File: src/rtl/fmul_pkg.sv
// Shared types and helpers for the pipelined floating-point multiplier.
package fmul_pkg;

  typedef enum logic [1:0] {ZERO, NORM, INF, NAN} fp_class_t;

  typedef enum logic {RND_RZ, RND_RNE} rnd_mode_t;

  // Special-case result chosen in stage 1 and carried down the pipe
  typedef enum logic [1:0] {SPEC_NONE, SPEC_NAN, SPEC_INF, SPEC_ZERO} spec_t;

  typedef struct packed {
    logic      sign;
    rnd_mode_t rnd;
    spec_t     spec;
  } op_ctrl_t;

  typedef struct packed {
    logic error;
    logic overflow;
    logic underflow;
  } fp_flags_t;

  localparam int unsigned CANON_W = 64;

  // Canonical quiet NaN, right-aligned; callers truncate to their word width
  function automatic logic [CANON_W-1:0] canon_nan(input int unsigned exp_w,
                                                   input int unsigned frac_w);
    logic [CANON_W-1:0] one;
    one = CANON_W'(1);
    return (((one << exp_w) - one) << frac_w) | (one << (frac_w - 1));
  endfunction

endpackage

File: src/rtl/fmul_round.sv
// Normalise the raw mantissa product by one place and apply RZ/RNE rounding.
module fmul_round
  import fmul_pkg::*;
#(
  parameter int unsigned EXP_W  = 8,
  parameter int unsigned FRAC_W = 23
) (
  input  logic [2*FRAC_W+1:0]     prod,
  input  logic signed [EXP_W+1:0] exp_in,
  input  rnd_mode_t               rnd,
  output logic [FRAC_W+1:0]       mant_c,
  output logic signed [EXP_W+1:0] exp_c
);

  localparam int unsigned PW = 2*FRAC_W+2;
  localparam int unsigned MW = FRAC_W+1;
  localparam int unsigned EW = EXP_W+2;

  logic [MW-1:0] mant;
  logic          guard;
  logic          sticky;
  logic          inc;

  // Product lies in [1,4): top bit set means one extra integer bit
  always_comb begin
    mant   = prod[PW-2 -: MW];
    guard  = prod[FRAC_W-1];
    sticky = |prod[FRAC_W-2:0];
    exp_c  = exp_in;
    if (prod[PW-1]) begin
      mant   = prod[PW-1 -: MW];
      guard  = prod[FRAC_W];
      sticky = |prod[FRAC_W-1:0];
      exp_c  = exp_in + EW'(1);
    end
    inc    = (rnd == RND_RNE) && guard && (sticky || mant[0]);
    mant_c = {1'b0, mant} + (FRAC_W+2)'(inc);
  end

endmodule

File: src/rtl/fmul_pipe.sv
// Three-stage pipelined FP multiplier with valid/ready handshake.
// Optional sticky flag accumulator enabled by defining FMUL_STICKY_FLAGS_EN.
module fmul_pipe
  import fmul_pkg::*;
#(
  parameter int unsigned EXP_W  = 8,
  parameter int unsigned FRAC_W = 23,
  parameter int unsigned BIAS   = 2**(EXP_W-1)-1
) (
  input  logic                    clk,
  input  logic                    rst_n,
  input  logic                    in_valid,
  output logic                    in_ready,
  input  logic [EXP_W+FRAC_W:0]   in_a,
  input  logic [EXP_W+FRAC_W:0]   in_b,
  input  logic                    in_rnd,
  output logic                    out_valid,
  input  logic                    out_ready,
  output logic [EXP_W+FRAC_W:0]   out_res,
  output logic                    out_error,
  output logic                    out_overflow,
  output logic                    out_underflow
`ifdef FMUL_STICKY_FLAGS_EN
  ,
  input  logic                    flags_clr,
  output logic [2:0]              sticky_flags
`endif
);

  localparam int unsigned W  = 1+EXP_W+FRAC_W;
  localparam int unsigned EW = EXP_W+2;
  localparam int unsigned PW = 2*FRAC_W+2;
  localparam int unsigned MW = FRAC_W+2;

  logic en;
  assign en       = !out_valid || out_ready;
  assign in_ready = en;

  function automatic fp_class_t classify(input logic [EXP_W-1:0] e,
                                         input logic [FRAC_W-1:0] f);
    if (e == '0) return ZERO;
    if (e == '1) return (f == '0) ? INF : NAN;
    return NORM;
  endfunction

  // Stage 1: classify, exponent sum, mantissa product
  fp_class_t              ca, cb;
  op_ctrl_t               ctrl_d;
  logic signed [EW-1:0]   exp_sum_d;
  logic [PW-1:0]          prod_d;

  always_comb begin
    ca = classify(in_a[W-2 -: EXP_W], in_a[FRAC_W-1:0]);
    cb = classify(in_b[W-2 -: EXP_W], in_b[FRAC_W-1:0]);
    ctrl_d.sign = in_a[W-1] ^ in_b[W-1];
    ctrl_d.rnd  = rnd_mode_t'(in_rnd);
    ctrl_d.spec = SPEC_NONE;
    if (ca == NAN || cb == NAN || (ca == INF && cb == ZERO) || (ca == ZERO && cb == INF))
      ctrl_d.spec = SPEC_NAN;
    else if (ca == INF || cb == INF)
      ctrl_d.spec = SPEC_INF;
    else if (ca == ZERO || cb == ZERO)
      ctrl_d.spec = SPEC_ZERO;
    exp_sum_d = signed'(EW'(in_a[W-2 -: EXP_W]) + EW'(in_b[W-2 -: EXP_W]) - EW'(BIAS));
    prod_d    = PW'({1'b1, in_a[FRAC_W-1:0]}) * PW'({1'b1, in_b[FRAC_W-1:0]});
  end

  logic                 v1;
  op_ctrl_t             ctrl1;
  logic signed [EW-1:0] exp1;
  logic [PW-1:0]        prod1;

  always_ff @(posedge clk or negedge rst_n) begin
    if (!rst_n) begin
      v1    <= 1'b0;
      ctrl1 <= '0;
      exp1  <= '0;
      prod1 <= '0;
    end else if (en) begin
      v1    <= in_valid;
      ctrl1 <= ctrl_d;
      exp1  <= exp_sum_d;
      prod1 <= prod_d;
    end
  end

  // Stage 2: normalise and round
  logic [MW-1:0]        mant_rnd;
  logic signed [EW-1:0] exp_rnd;

  fmul_round #(.EXP_W(EXP_W), .FRAC_W(FRAC_W)) u_round (
    .prod   (prod1),
    .exp_in (exp1),
    .rnd    (ctrl1.rnd),
    .mant_c (mant_rnd),
    .exp_c  (exp_rnd)
  );

  logic                 v2;
  op_ctrl_t             ctrl2;
  logic [MW-1:0]        mant2;
  logic signed [EW-1:0] exp2;

  always_ff @(posedge clk or negedge rst_n) begin
    if (!rst_n) begin
      v2    <= 1'b0;
      ctrl2 <= '0;
      mant2 <= '0;
      exp2  <= '0;
    end else if (en) begin
      v2    <= v1;
      ctrl2 <= ctrl1;
      mant2 <= mant_rnd;
      exp2  <= exp_rnd;
    end
  end

  // Stage 3: rounding carry, range check, special-case override
  logic [FRAC_W-1:0]    frac_n;
  logic signed [EW-1:0] exp_n;
  logic [W-1:0]         res_d;
  fp_flags_t            flags_d;

  always_comb begin
    frac_n  = mant2[FRAC_W-1:0];
    exp_n   = exp2;
    if (mant2[FRAC_W+1]) begin
      frac_n = mant2[FRAC_W:1];
      exp_n  = exp2 + EW'(1);
    end
    res_d   = {ctrl2.sign, exp_n[EXP_W-1:0], frac_n};
    flags_d = '0;
    case (ctrl2.spec)
      SPEC_NAN: begin
        res_d         = W'(canon_nan(EXP_W, FRAC_W));
        flags_d.error = 1'b1;
      end
      SPEC_INF:  res_d = {ctrl2.sign, {EXP_W{1'b1}}, {FRAC_W{1'b0}}};
      SPEC_ZERO: res_d = {ctrl2.sign, {(W-1){1'b0}}};
      default: begin
        if (exp_n >= signed'(EW'(2**EXP_W - 1))) begin
          flags_d.overflow = 1'b1;
          if (ctrl2.rnd == RND_RNE)
            res_d = {ctrl2.sign, {EXP_W{1'b1}}, {FRAC_W{1'b0}}};
          else
            res_d = {ctrl2.sign, EXP_W'(2**EXP_W - 2), {FRAC_W{1'b1}}};
        end else if (exp_n <= signed'(EW'(0))) begin
          flags_d.underflow = 1'b1;
          res_d             = {ctrl2.sign, {(W-1){1'b0}}};
        end
      end
    endcase
  end

  always_ff @(posedge clk or negedge rst_n) begin
    if (!rst_n) begin
      out_valid     <= 1'b0;
      out_res       <= '0;
      out_error     <= 1'b0;
      out_overflow  <= 1'b0;
      out_underflow <= 1'b0;
    end else if (en) begin
      out_valid     <= v2;
      out_res       <= res_d;
      out_error     <= flags_d.error;
      out_overflow  <= flags_d.overflow;
      out_underflow <= flags_d.underflow;
    end
  end

`ifdef FMUL_STICKY_FLAGS_EN
  // Accumulate flags of consumed results; a new set wins over a clear
  logic [2:0] flag_set;
  assign flag_set = (out_valid && out_ready) ? {out_error, out_overflow, out_underflow} : 3'b000;

  always_ff @(posedge clk or negedge rst_n) begin
    if (!rst_n)
      sticky_flags <= 3'b000;
    else if (flags_clr)
      sticky_flags <= flag_set;
    else
      sticky_flags <= sticky_flags | flag_set;
  end
`endif

endmodule
File: config.mk
export PLATFORM = sky130hd
export DESIGN_NAME = fmul_pipe
export DESIGN_NICKNAME = d
export VERILOG_FILES = /design/src/rtl/fmul_pkg.sv /design/src/rtl/fmul_round.sv /design/src/rtl/fmul_pipe.sv
export SDC_FILE = /design/constraint.sdc
export NUM_CORES = 2
export LEC_CHECK = 0
export ABC_CLOCK_PERIOD_IN_PS = 3900
export BUFFER_PORTS_ARGS = -buffer_cell sky130_fd_sc_hd__buf_2
export CORE_AREA = 4 4 264 266
export CTS_BUF_LIST = sky130_fd_sc_hd__clkbuf_8
export DETAILED_ROUTE_END_ITERATION = 7
export DIE_AREA = 0 0 268 270
export RECOVER_POWER = 25
export SYNTH_ARGS = -nofsm -noshare
export SYNTH_HDL_FRONTEND = slang
export SYNTH_HIERARCHICAL = 1
export SYNTH_SLANG_ARGS = --single-unit
File: constraint.sdc
create_clock -name clk -period 3.9 [get_ports clk]
set_input_delay 0 -clock clk [delete_from_list [all_inputs] [get_ports clk]]
set_output_delay 0 -clock clk [all_outputs]
set_load 0.05 [all_outputs]
Yosys cells after proc, flatten, opt, wreduce, memory -nomap -nowiden
Cells that the tools add are included.

storage, ports and cells
  logic and storage cells = 90
  register bits = 139
  output and inout port bits = 37

operators by class
  equality and inequality tests = 9
  add/sub/neg operators = 5
  bitwise gates (word level) = 1
  multipliers = 1
  reductions and logical operators = 21
  order comparisons = 2
  mux-type cells = 34

operators by type and width
  kind                   count
  $pmux 32 s3            1
  $mux 31                2
  $mul 24x24->48         1
  $mux 24                2
  $logic_not 23->1       2
  $add 24x1->25          1
  $mux 2                 12
  $mux 23                1
  $reduce_or 23->1       1
  $reduce_or 22->1       1
  $add 10x2->10 const B  2
  $mux 10                2
  $eq 8x8->1 const B     2
  $logic_not 8->1        2
  $mux 1                 14
  $eq 2x2->1 const B     6
  $ge 10x9->1 const B    1
  $le 10x1->1 const B    1
  $sub 9x7->10 const B   1
  $add 8x8->9            1
  $logic_or 1x1->1       7
  $logic_and 1x1->1      4
  $logic_not 2->1        2
  $reduce_or 3->1        1
  other kinds (3)        3

Longest topological paths before layout
  depth after elaboration = 10
  mapped depth = 28

Cells and area by module
Netlist, hierarchy kept.

modules (own cells, without submodules)
  module      cells each  area an instance (sq um)  times used
  fmul_pipe   2834        25369.3                   1
  fmul_round  183         1268.7                    1

Least setup slack after synthesis
Ideal clock, no wire load.

  path type = input -> register
  start = input port in_b[3]
  end = register prod1[47]
  data required time = 3829 ps
  path slack = -2407 ps
  stages on the path = 27
  setup time = 71 ps
  arrival = 6237 ps
  cells stage by stage = clkbuf_1 -> nand2_1 -> fa_1 -> inv_1 -> fa_1 -> inv_1 -> fa_1 -> inv_1 -> fa_1 -> inv_1 -> fa_1 -> inv_1 -> fa_1 -> inv_1 -> fa_1 -> inv_1 -> ha_1 -> buf_4 -> a21o_2 -> a211o_2 -> a31oi_1 -> nor2_2 -> o2111ai_4 -> a2111oi_4 -> nor2_2 -> or4_1 -> nand4_1

between the ends
  longest elaborated chain between the ends = 1

RTL lines
  what                  RTL line         text
  start, declared       fmul_pipe.sv:15  input logic [EXP_W+FRAC_W:0] in_b,
  $mul 24x24->48        fmul_pipe.sv:65  prod_d = PW'({1'b1, in_a[FRAC_W-1:0]}) * PW'({1'b1, in_b[FRAC_W-1:0]});
  end signal, assigned  fmul_pipe.sv:83  prod1 <= prod_d;
  end, declared         fmul_pipe.sv:71  logic [PW-1:0] prod1;

Every way passes these cells.
A chain may end at the register's enable or synchronous reset.

Worst setup path after layout
  start = input port in_b[5]
  end = register prod1[45]

The elaborated chain is that of the path after synthesis.

==> out/results.ini <==
[sta]
setup_viol = 39
min_period_over_period_pct = 145.9
skew_ps = 11.28
slew_violations = 109
finalHoldViolCount = 0
rsz0062_at_grt = yes
worst_slack_ps = -1790
max_slew_margin_pct = -77.93
fin_crit_ps = 5690
fin_setup_tns_ps = -56800
worstMarginPinSlew_ps = 2669
fmax_mhz = 175.8

[finish]
fillerInstances = 6387
area_growth_pct = 23.53
mostFrequentLayoutCells = inv_1 (552), nand2_1 (472), fa_1 (462)
diodes = 0
multi_input_area_um2 = 21480
fin_nets = 4116
layout-drive-gt1-share_pct = 23.07
ff_latch_area_um2 = 3480
post-route-util_pct = 49.08
layout_commonest_cell = inv_1

[synth]
syn_area_per_cell_um2 = 8.829
yosysSeqAreaShare_pct = 13.06
synth_cell_types = 81
synth_edf_count = 0
yosys_warnings = 6
synth_cells = 3017
syn_area_um2 = 26640
synth_ff_type = dfrtp_1
synthArstFlopShare_pct = 100.0
syn-num-nets = 3765
yosys_register_bits = 139

[grt]
grt_max_degree = 109
grt_pass1_vias = 22040
grt_first_pass_wirelength_mm = 118.8
grt_overflow = 0
antenna_found_initial = 2
track_usage_pct = 20.38

[critical_path]
cp_top_family = adder cells
worstReg2RegStart = prod1[47]
crit_type = primary input to flip-flop
crit_fanout = 4
cp_slowest_cell = fa_1
critPathMaxStageDelay_ps = 550
path_buf_inv = 10
timing.rr.end = mant2[24]
cp.arrival_ps = 6030
critPathLaunchType = primary input
crit_required_ps = 4240
crit_top_cell = fa_1
r2r_cells = 8
endpoint_kind = flip-flop
regToRegSetupSlack_ps = 870

[route]
viasPerCell = 4.891
vias = 20810
routed_wirelength_mm = 72.36
drtAntennaViolNets = 0
drt_iter0_drc = 1164
wl_per_cell_um = 17.01
drcViolationCount = 0
dr.pass1.iters = 5

[clocking]
cts_buffer_depth = 2
tritoncts = yes
insertion_delay_ps = 460
cts_buffers = 17
cts.sinks = 139
cts_root_buffer = clkbuf_8
htree_levels = 4
path_clk_slew_ps = 80

[floorplan]
placementRows = 95
die_area_um2 = 72360
io_pins = 106
core_area_um2 = 67040
die_x_um = 268
start_util_pct = 39.73
die_h_um = 270

[place]
place_ws_ps = -2550
dpl.hpwl_mm = 60.73
io_buffers = 105
gp_congestion = 0.8719

[worst_hold_path]
min_to = exp1[1]
holdPathStages = 5
holdCritPathClass = primary input to flip-flop
min_from = in_b[24]

[outcome]
status = finished with violations
violations = max-capacitance violations, max-slew violations, negative setup slack

[job]
maxCapViolCount = 1

[flip-flops by register name, summed over array words and instances, names as in the netlist, 4 cells and up]
name     cells
mant2       25
prod1       48
exp1        10
ctrl1        4
ctrl2        4
exp2        10
out_res     32
[stage by stage]
step	hold slack [ps]	instance area, µm²	instances
after CTS	18.72	32470	4239
after floorplan	-295.6	27360	3017
after global routing	41.24	32910	4254
after detailed placement	200.6	30620	4168
after global placement	196.3	30620	4168
final	34.62	32910	4254
[repair_timing]
item | CTS | global route
hold endpoints to repair | 112 | 0
hold buffers | 8 | 0
cloned | 2 | 3
buffers inserted | 36 | 13
endpoints found under the setup margin | 40 | 40
pin swaps | 133 | 65
resized for setup | 274 | 81
[worst max-delay path by stage]
| stage | startpoint | endpoint | slack, ps | cells after the start |
|---|---|---|---|---|
| 3_5_place_dp | in_b[2] | prod1[47] | -2550 | 28 |
| 4_1_cts | in_b[5] | prod1[44] | -1740 | 22 |
| 2_1_floorplan | in_b[7] | prod1[45] | -2010 | 26 |
| 5_1_grt | in_a[8] | prod1[45] | -2050 | 27 |
| 6_report | in_b[5] | prod1[45] | -1790 | 28 |
| 3_3_place_gp | in_a[8] | prod1[45] | -2490 | 27 |
[Yosys cell counts (all sizes together), types with 5 or more instances]
cell,n,area (µm²)
a21boi,6,45.05
and2,252,1583
nand3,17,85.08
o21a,11,82.58
nand2b,6,37.54
or3,5,31.28
or4,5,37.54
buf,20,123.9
clkinv,5,18.77
a22o,27,236.5
nand2,482,1814
nor3,11,55.05
fa,483,9669
xnor2,53,464.2
mux2i,44,440.4
a21o,33,249.0
a211oi,8,60.06
o2111ai,5,61.31
mux2,5,56.30
xor2,43,376.6
o21ai,79,406.7
and3,12,75.07
nand4,35,219.0
nor2b,9,56.30
a31oi,10,62.56
clkbuf,135,506.7
o21bai,10,75.07
inv,593,2226
nor4,23,158.9
ha,196,2452
nor2,113,439.2
dfrtp,139,3478
a21oi,88,444.2
[cell type report]
type / count / area share (%)
Clock buffer: 18 / 0.7529
Clock inverter: 14 / 0.4145
Multi-Input combinational cell: 2125 / 65.28
Tap cell: 873 / 3.320
Sequential cell: 139 / 10.57
Timing Repair Buffer: 487 / 12.72
Inverter: 598 / 6.932
[worst reg2reg max path, stage by stage (launching register included)]
cell	delay, ps
dfrtp_2	530
buf_4	500
mux2_2	290
nand4_1	260
a2111oi_0	740
nand4b_1	250
nor2_1	220
nand2_1	60
o21ai_0	100
[logic make-up (layout without fill, tap and decap cells)]
| family | Yosys count | count (layout) | synth area share, % |
|---|---|---|---|
| xor gates and xnor gates | 96 | 96 | 3.156 |
| DFF | 139 | 139 | 13.06 |
| adders and majority gates | 679 | 679 | 45.50 |
| AOI/OAI and AO/OA | 310 | 310 | 7.642 |
| and+or+nand+nor | 991 | 991 | 17.98 |
| muxes | 49 | 49 | 1.865 |
| buffers and inverters | 753 | 1117 | 10.79 |
[routing by layer]
metal	wire length, µm	up-vias	GRT usage [%]
met3	3501	73	2.341
met5	20	-	0
met1	32930	10340	28.79
met2	34310	459	33.94
li1	-	9934	-
met4	1601	2	4.356
Power is left out: the tool's default activity adds up to more than one toggle a clock period on the data nets, which glitch-free logic cannot reach.
